### config.mk
export PLATFORM = sky130hd
export DESIGN_NAME = pcileech_com_tx_arbiter_flat
export DESIGN_NICKNAME = d
export VERILOG_FILES = /design/src/rtl/pcileech_com_tx_arbiter_if.sv /design/src/rtl/pcileech_com_tx_arbiter.sv /design/src/flat_wrapper.sv
export SDC_FILE = /design/constraint.sdc
export NUM_CORES = 1
export LEC_CHECK = 0
export CORE_MARGIN = 2
export CORE_UTILIZATION = 38
export DETAILED_ROUTE_END_ITERATION = 10
export PLACE_DENSITY_LB_ADDON = 0.1
export SLEW_MARGIN = 40
export SYNTH_ARGS = -nofsm -noshare
export SYNTH_HDL_FRONTEND = slang
export SYNTH_SLANG_ARGS = --single-unit
### constraint.sdc
create_clock -name clk -period 2.9 [get_ports clk]
set_clock_uncertainty 0.1 [all_clocks]
set_input_delay 0.58 -clock clk [delete_from_list [all_inputs] [get_ports clk]]
set_output_delay 0.58 -clock clk [all_outputs]
set_load 0.01 [all_outputs]
### src/rtl/pcileech_com_tx_arbiter_if.sv
`default_nettype none
// ============================================================================
// Module   : pcileech_com_tx_arbiter_if
// Purpose  : Bundles the producer-side word streams and the single COM-side
//            word stream of the transmit arbiter.
//   src_valid / src_data / src_last : per-producer word offer (source i word
//                                     at src_data[i*DATA_W +: DATA_W])
//   src_ready                       : per-producer accept, one-hot or zero
//   dst_valid / dst_data / dst_last : forwarded word toward COM
//   dst_src_id                      : index of the granted producer
//   dst_ready                       : COM side accepts the word
//   Modport master = arbiter side, modport slave = producers + COM side.
// Revision : 1.0 - initial release
// ============================================================================
interface pcileech_com_tx_arbiter_if #(
    parameter int NUM_SRC = 3,
    parameter int DATA_W  = 32
);
    localparam int ID_W = $clog2(NUM_SRC);

    logic [NUM_SRC-1:0]        src_valid;
    logic [NUM_SRC*DATA_W-1:0] src_data;
    logic [NUM_SRC-1:0]        src_last;
    logic [NUM_SRC-1:0]        src_ready;
    logic                      dst_valid;
    logic [DATA_W-1:0]         dst_data;
    logic                      dst_last;
    logic [ID_W-1:0]           dst_src_id;
    logic                      dst_ready;

    modport master (
        input  src_valid, src_data, src_last, dst_ready,
        output src_ready, dst_valid, dst_data, dst_last, dst_src_id
    );

    modport slave (
        output src_valid, src_data, src_last, dst_ready,
        input  src_ready, dst_valid, dst_data, dst_last, dst_src_id
    );
endinterface
`default_nettype wire

### src/rtl/pcileech_com_tx_arbiter.sv
`default_nettype none
// ============================================================================
// Module   : pcileech_com_tx_arbiter
// Purpose  : Round-robin arbiter sharing the FIFO-CTL -> COM transmit word
//            stream between NUM_SRC producers. One producer is granted per
//            packet; grants are cut after MAX_BURST words and revoked by a
//            watchdog if the granted producer stalls for IDLE_TIMEOUT cycles.
// Ports    :
//   clk        system clock
//   rst_n      asynchronous reset, active-low
//   bus        pcileech_com_tx_arbiter_if.master (producer and COM streams)
//   busy       a grant is held
//   timeout_p  one-cycle pulse when the watchdog revokes a grant
// Revision : 1.0 - initial release
// ============================================================================
module pcileech_com_tx_arbiter #(
    parameter int NUM_SRC      = 3,
    parameter int DATA_W       = 32,
    parameter int MAX_BURST    = 256,
    parameter int IDLE_TIMEOUT = 1024
) (
    input  logic                             clk,
    input  logic                             rst_n,
    pcileech_com_tx_arbiter_if.master        bus,
    output logic                             busy,
    output logic                             timeout_p
);
    localparam int ID_W = $clog2(NUM_SRC);
    localparam int BC_W = $clog2(MAX_BURST + 1);
    localparam int IC_W = $clog2(IDLE_TIMEOUT + 1);

    localparam logic [0:0] S_IDLE  = 1'b0;
    localparam logic [0:0] S_GRANT = 1'b1;

    logic [0:0]        state;
    logic [0:0]        state_nxt;
    logic [ID_W-1:0]   grant;
    logic [ID_W-1:0]   rr_ptr;
    logic [BC_W-1:0]   burst_cnt;
    logic [IC_W-1:0]   idle_cnt;

    logic [ID_W-1:0]   pick;
    logic              pick_found;
    logic [ID_W-1:0]   grant_inc;
    logic [DATA_W-1:0] data_arr [NUM_SRC];
    logic              sel_valid;
    logic              sel_last;
    logic              beat;
    logic              cap_hit;
    logic              end_grant;
    logic              stall_expire;

    // (base + off) mod NUM_SRC, with off < NUM_SRC
    function automatic logic [ID_W-1:0] rr_idx(input logic [ID_W-1:0] base, input int off);
        int sum;
        sum = int'(base) + off;
        if (sum >= NUM_SRC) sum = sum - NUM_SRC;
        return ID_W'(sum);
    endfunction

    for (genvar i = 0; i < NUM_SRC; i++) begin : g_unpack
        assign data_arr[i] = bus.src_data[i*DATA_W +: DATA_W];
    end

    // Scan from the farthest offset down so the offset closest to rr_ptr wins.
    always_comb begin
        pick       = '0;
        pick_found = 1'b0;
        for (int i = NUM_SRC - 1; i >= 0; i--) begin
            if (bus.src_valid[rr_idx(rr_ptr, i)]) begin
                pick       = rr_idx(rr_ptr, i);
                pick_found = 1'b1;
            end
        end
    end

    assign grant_inc    = rr_idx(grant, 1);
    assign sel_valid    = bus.src_valid[grant];
    assign sel_last     = bus.src_last[grant];
    assign beat         = (state == S_GRANT) && sel_valid && bus.dst_ready;
    assign cap_hit      = (burst_cnt == BC_W'(MAX_BURST - 1));
    // End of packet and burst cap on the same beat collapse into one release.
    assign end_grant    = beat && (sel_last || cap_hit);
    // Backpressure with valid held is not a stall; only missing valid counts.
    assign stall_expire = (state == S_GRANT) && !sel_valid &&
                          (idle_cnt == IC_W'(IDLE_TIMEOUT - 1));

    // State register and grant bookkeeping
    always_ff @(posedge clk or negedge rst_n) begin
        if (!rst_n) begin
            state     <= S_IDLE;
            grant     <= '0;
            rr_ptr    <= '0;
            burst_cnt <= '0;
            idle_cnt  <= '0;
        end else begin
            state <= state_nxt;
            if (state == S_IDLE) begin
                burst_cnt <= '0;
                idle_cnt  <= '0;
                if (pick_found) grant <= pick;
            end else if (end_grant || stall_expire) begin
                rr_ptr    <= grant_inc;
                burst_cnt <= '0;
                idle_cnt  <= '0;
            end else begin
                if (beat) burst_cnt <= burst_cnt + BC_W'(1);
                if (sel_valid) idle_cnt <= '0;
                else           idle_cnt <= idle_cnt + IC_W'(1);
            end
        end
    end

    // Next-state logic; leaving GRANT always passes through one IDLE bubble.
    always_comb begin
        state_nxt = state;
        case (state)
            S_IDLE:  if (pick_found) state_nxt = S_GRANT;
            S_GRANT: if (end_grant || stall_expire) state_nxt = S_IDLE;
            default: state_nxt = S_IDLE;
        endcase
    end

    // Output logic: combinational datapath mux from the registered grant.
    always_comb begin
        bus.src_ready  = '0;
        bus.dst_valid  = 1'b0;
        bus.dst_data   = '0;
        bus.dst_last   = 1'b0;
        bus.dst_src_id = '0;
        busy           = 1'b0;
        timeout_p      = 1'b0;
        if (state == S_GRANT) begin
            bus.src_ready[grant] = bus.dst_ready;
            bus.dst_valid        = sel_valid;
            bus.dst_data         = data_arr[grant];
            bus.dst_last         = sel_last;
            bus.dst_src_id       = grant;
            busy                 = 1'b1;
            timeout_p            = stall_expire;
        end
    end
endmodule
`default_nettype wire
### src/flat_wrapper.sv
// flat-port wrapper written by rule: the top's interface ports become plain ports
module pcileech_com_tx_arbiter_flat 
#(
    parameter int NUM_SRC      = 3,
    parameter int DATA_W       = 32,
    parameter int MAX_BURST    = 256,
    parameter int IDLE_TIMEOUT = 1024
)
  (clk, rst_n, busy, timeout_p, bus_src_valid, bus_src_data, bus_src_last, bus_dst_ready, bus_src_ready, bus_dst_valid, bus_dst_data, bus_dst_last, bus_dst_src_id);
  pcileech_com_tx_arbiter_if #(.NUM_SRC(NUM_SRC), .DATA_W(DATA_W)) bus_i ();
  input  logic clk;
  input  logic rst_n;
  output logic busy;
  output logic timeout_p;
  input wire logic [$bits(bus_i.src_valid)-1:0] bus_src_valid;
  input wire logic [$bits(bus_i.src_data)-1:0] bus_src_data;
  input wire logic [$bits(bus_i.src_last)-1:0] bus_src_last;
  input wire logic [$bits(bus_i.dst_ready)-1:0] bus_dst_ready;
  output wire logic [$bits(bus_i.src_ready)-1:0] bus_src_ready;
  output wire logic [$bits(bus_i.dst_valid)-1:0] bus_dst_valid;
  output wire logic [$bits(bus_i.dst_data)-1:0] bus_dst_data;
  output wire logic [$bits(bus_i.dst_last)-1:0] bus_dst_last;
  output wire logic [$bits(bus_i.dst_src_id)-1:0] bus_dst_src_id;
  assign bus_i.src_valid = bus_src_valid;
  assign bus_i.src_data = bus_src_data;
  assign bus_i.src_last = bus_src_last;
  assign bus_i.dst_ready = bus_dst_ready;
  assign bus_src_ready = bus_i.src_ready;
  assign bus_dst_valid = bus_i.dst_valid;
  assign bus_dst_data = bus_i.dst_data;
  assign bus_dst_last = bus_i.dst_last;
  assign bus_dst_src_id = bus_i.dst_src_id;
  pcileech_com_tx_arbiter #(.NUM_SRC(NUM_SRC), .DATA_W(DATA_W), .MAX_BURST(MAX_BURST), .IDLE_TIMEOUT(IDLE_TIMEOUT)) u_core (.clk(clk), .rst_n(rst_n), .bus(bus_i), .busy(busy), .timeout_p(timeout_p));
endmodule
==> metrics.md <==
| Metric | Value |
|---|---|
| Outcome | `complete, no violations` |
| Drt drc | `0` |
| Number of global-route vias before repair | `2559` |
| VDD IR-drop max | `522 uV` |
| Post-DP HPWL | `6520 um` |
| EDFF count, synth | `0` |
| CTS tree | `built` |
| GRT overflow | `0` |
| Post-synthesis cell type count | `46` |
| Die area | `6960 um2` |
| Initial drt markers | `101` |
| Vias per cell | `5.15` |
| Max Buffers Root-to-Sink | `2` |
| Net Sw Power | `1.13 mW` |
| Global placement routability congestion | `0.815` |
| Core box area | `6030 um2` |
| Post-synth top cells | `nand2_1, o21ai_0, mux2i_1` |
| Hold Vio Cnt, Final | `0` |
| Crit path time final | `2820 ps` |
| Post-route ant nets | `0` |
| Rel. slew slack | `61.8%` |
| Maximum clock frequency | `355 MHz` |
| Drt first pass iters | `6` |
| Final Cycle Share | `97.1%` |
| Hold WS | `413 ps` |
| Fin util | `67.1%` |
| Synth area leaders | `dfrtp_1, mux2i_1, and2_1` |
| Syn Std Cell Area | `2400 um2` |
| Via count | `2672` |
| Part of the Yosys area used for sequential elements | `26.1%` |
| Worst setup path class | `in -> out` |
| Power per standard cell area | `681 nW/um2` |
| Die height | `83.4 um` |
| Clock power share | `7.7%` |
| Internal | `1.62 mW` |
| Die width | `83.4 um` |
| H-tree depth | `1` |
| Gate power share | `74.5%` |
| HP Class | `reg -> reg` |
| Final nets | `559` |
| Crit path capture type | `output port` |
| Final setup viols | `0` |
| Seq cells post-synth | `25` |
| Sequential power share | `17.8%` |
| Syn Inst Count | `302` |
| Detailed-route wire length | `8280 um` |
| Max-Cap Viols | `0` |
| Count leader, synth | `nand2_1` |
| Inst Count DP | `515` |
| Leak | `1.56 nW` |
| Root Buffer | `clkbuf_8` |
| Post-layout worst setup margin | `83.0 ps` |
| WL/cell | `16.0 um` |
| CTS Sinks | `25` |
| Antenna violations before repair | `0` |
| # diodes | `0` |
| RSZ-0062 raised after global routing | `no` |
| Layout cell share with drive strength beyond 1 | `7.43%` |
| Worst path required time | `2220 ps` |
| Measured slew at the worst slew-check pin | `573 ps` |
| Critical Path AT | `2140 ps` |
| Tot GR Track Use | `22.9%` |
| Non-Filler Instances | `519` |
| Biggest area consumer among synthesized cells | `dfrtp_1` |
| Cell Rows | `28` |
| Final Max Tran Viols | `0` |
| PortBufs | `145` |
| # IOs | `146` |
| Startpoint types | `input pin` |
| Yosys warns | `0` |
| Area share of the leading cell type in the synthesized netlist | `26.1%` |
| Avg Synthesized Cell Area | `7.94 um2` |
| Clock transition at path regs | `90 ps` |
| Starting Density | `39.8%` |
| Max FO, Critical Path | `3` |
| Net Sw Frac | `41.1%` |
| Synthesis-to-layout area growth | `68.6%` |
| Main synth FF type | `dfrtp_1` |
| Dpl ws | `-124 ps` |
| Clock Latency Late Sink | `270 ps` |
| First-pass GRT wire length | `13200 um` |
| Setup TNS | `0 ps` |
| Largest net degree at the start of global routing | `33` |
| Hold-fix buffers at CTS | `0` |
| Async set-reset flop share out of synthesis | `100%` |
| Total CTS buffers | `3` |
| Syn Nets | `416` |
metrics by stage:
stage | total power [mW] | instance area, um2
2_1_floorplan | 1.57 | 2400
3_3_place_gp | 2.52 | 3980
3_5_place_dp | 2.55 | 3980
4_1_cts | 2.77 | 4040
5_1_grt | 2.96 | 4040
6_report | 2.75 | 4040
worst max-delay path, stage by stage:
cell	delay, ps
clkdlybuf4s50_1	500
mux2i_2	100
buf_4	150
o21ai_0	120
and2_1	130
clkdlybuf4s50_1	540
registers in the layout, indices dropped and copies added, names as in the netlist:
register and flops:
u_core.burst_cnt 9, u_core.state 1, u_core.rr_ptr 2, u_core.idle_cnt 11, u_core.grant 2
power by group through the flow:
| stage | sequential [mW] | clock (mW) | combinational, mW |
|---|---|---|---|
| final | 0.489 | 0.213 | 2.05 |
| after floorplan | 0.465 | 0 | 1.10 |
| after CTS | 0.488 | 0.219 | 2.07 |
| after detailed placement | 0.494 | 0 | 2.06 |
| after global placement | 0.492 | 0 | 2.03 |
| after global routing | 0.500 | 0.234 | 2.23 |
layout make-up:
cell class              count  area (um2)
fillers                   530        1980
multi-input cells         248        1670
repair buffers            157        1570
flip-flops and latches     25         628
well taps                  75        93.8
clock buffers               3        41.3
inverters                  10        37.5
clock inverters             1        7.51
layout by cell type (no fill, tap or decap), types with 4 or more instances in the layout:
cell type,n
clkdlybuf4s50_1,143
nand2_1,41
o21ai_0,39
mux2i_1,36
and2_1,36
dfrtp_1,23
nor2_1,16
inv_1,10
a21oi_1,10
buf_4,10
ha_1,9
xnor2_1,7
nand3_1,6
or3_1,4
layer usage:
| metal | part of all wire, % | track usage [%] |
|---|---|---|
| met4 | 2.3 | 5.13 |
| met2 | 51 | 42.7 |
| met1 | 42 | 27.2 |
| met3 | 4.7 | 4.08 |
| met5 | 0 | 0 |
path summary, 6_finish.rpt:
path                               startpoint                  end  slack [ps]  cells past startpoint
max reg2reg                   u_core.grant[1]  u_core.burst_cnt[7]         650                      6
min                        u_core.idle_cnt[0]   u_core.idle_cnt[0]         410                      1
max                          bus_src_valid[0]        bus_dst_valid          80                      6
max in group asynchronous               rst_n      u_core.grant[0]        1870                      2
min in group asynchronous               rst_n   u_core.idle_cnt[4]         560                      2
min reg2reg                u_core.idle_cnt[0]   u_core.idle_cnt[0]         410                      1
kinds of logic after synthesis:
kind of cell / share of synthesized area (%)
AND/OR/NAND/NOR: 28.1
buffers and inverters: 4.96
flip-flops: 26.1
AO/OA/AOI/OAI: 15.9
multiplexers: 16.1
adder cells (fa/ha/maj): 5.53
XOR/XNOR: 3.29
repair_timing:
action,4_1_cts,5_1_grt
buffers inserted,0,0
gates resized for setup,3,2
endpoints found under the setup margin,1,11
cloned,0,0
hold endpoints to repair,0,0
Power figures use the tool's default switching activity.
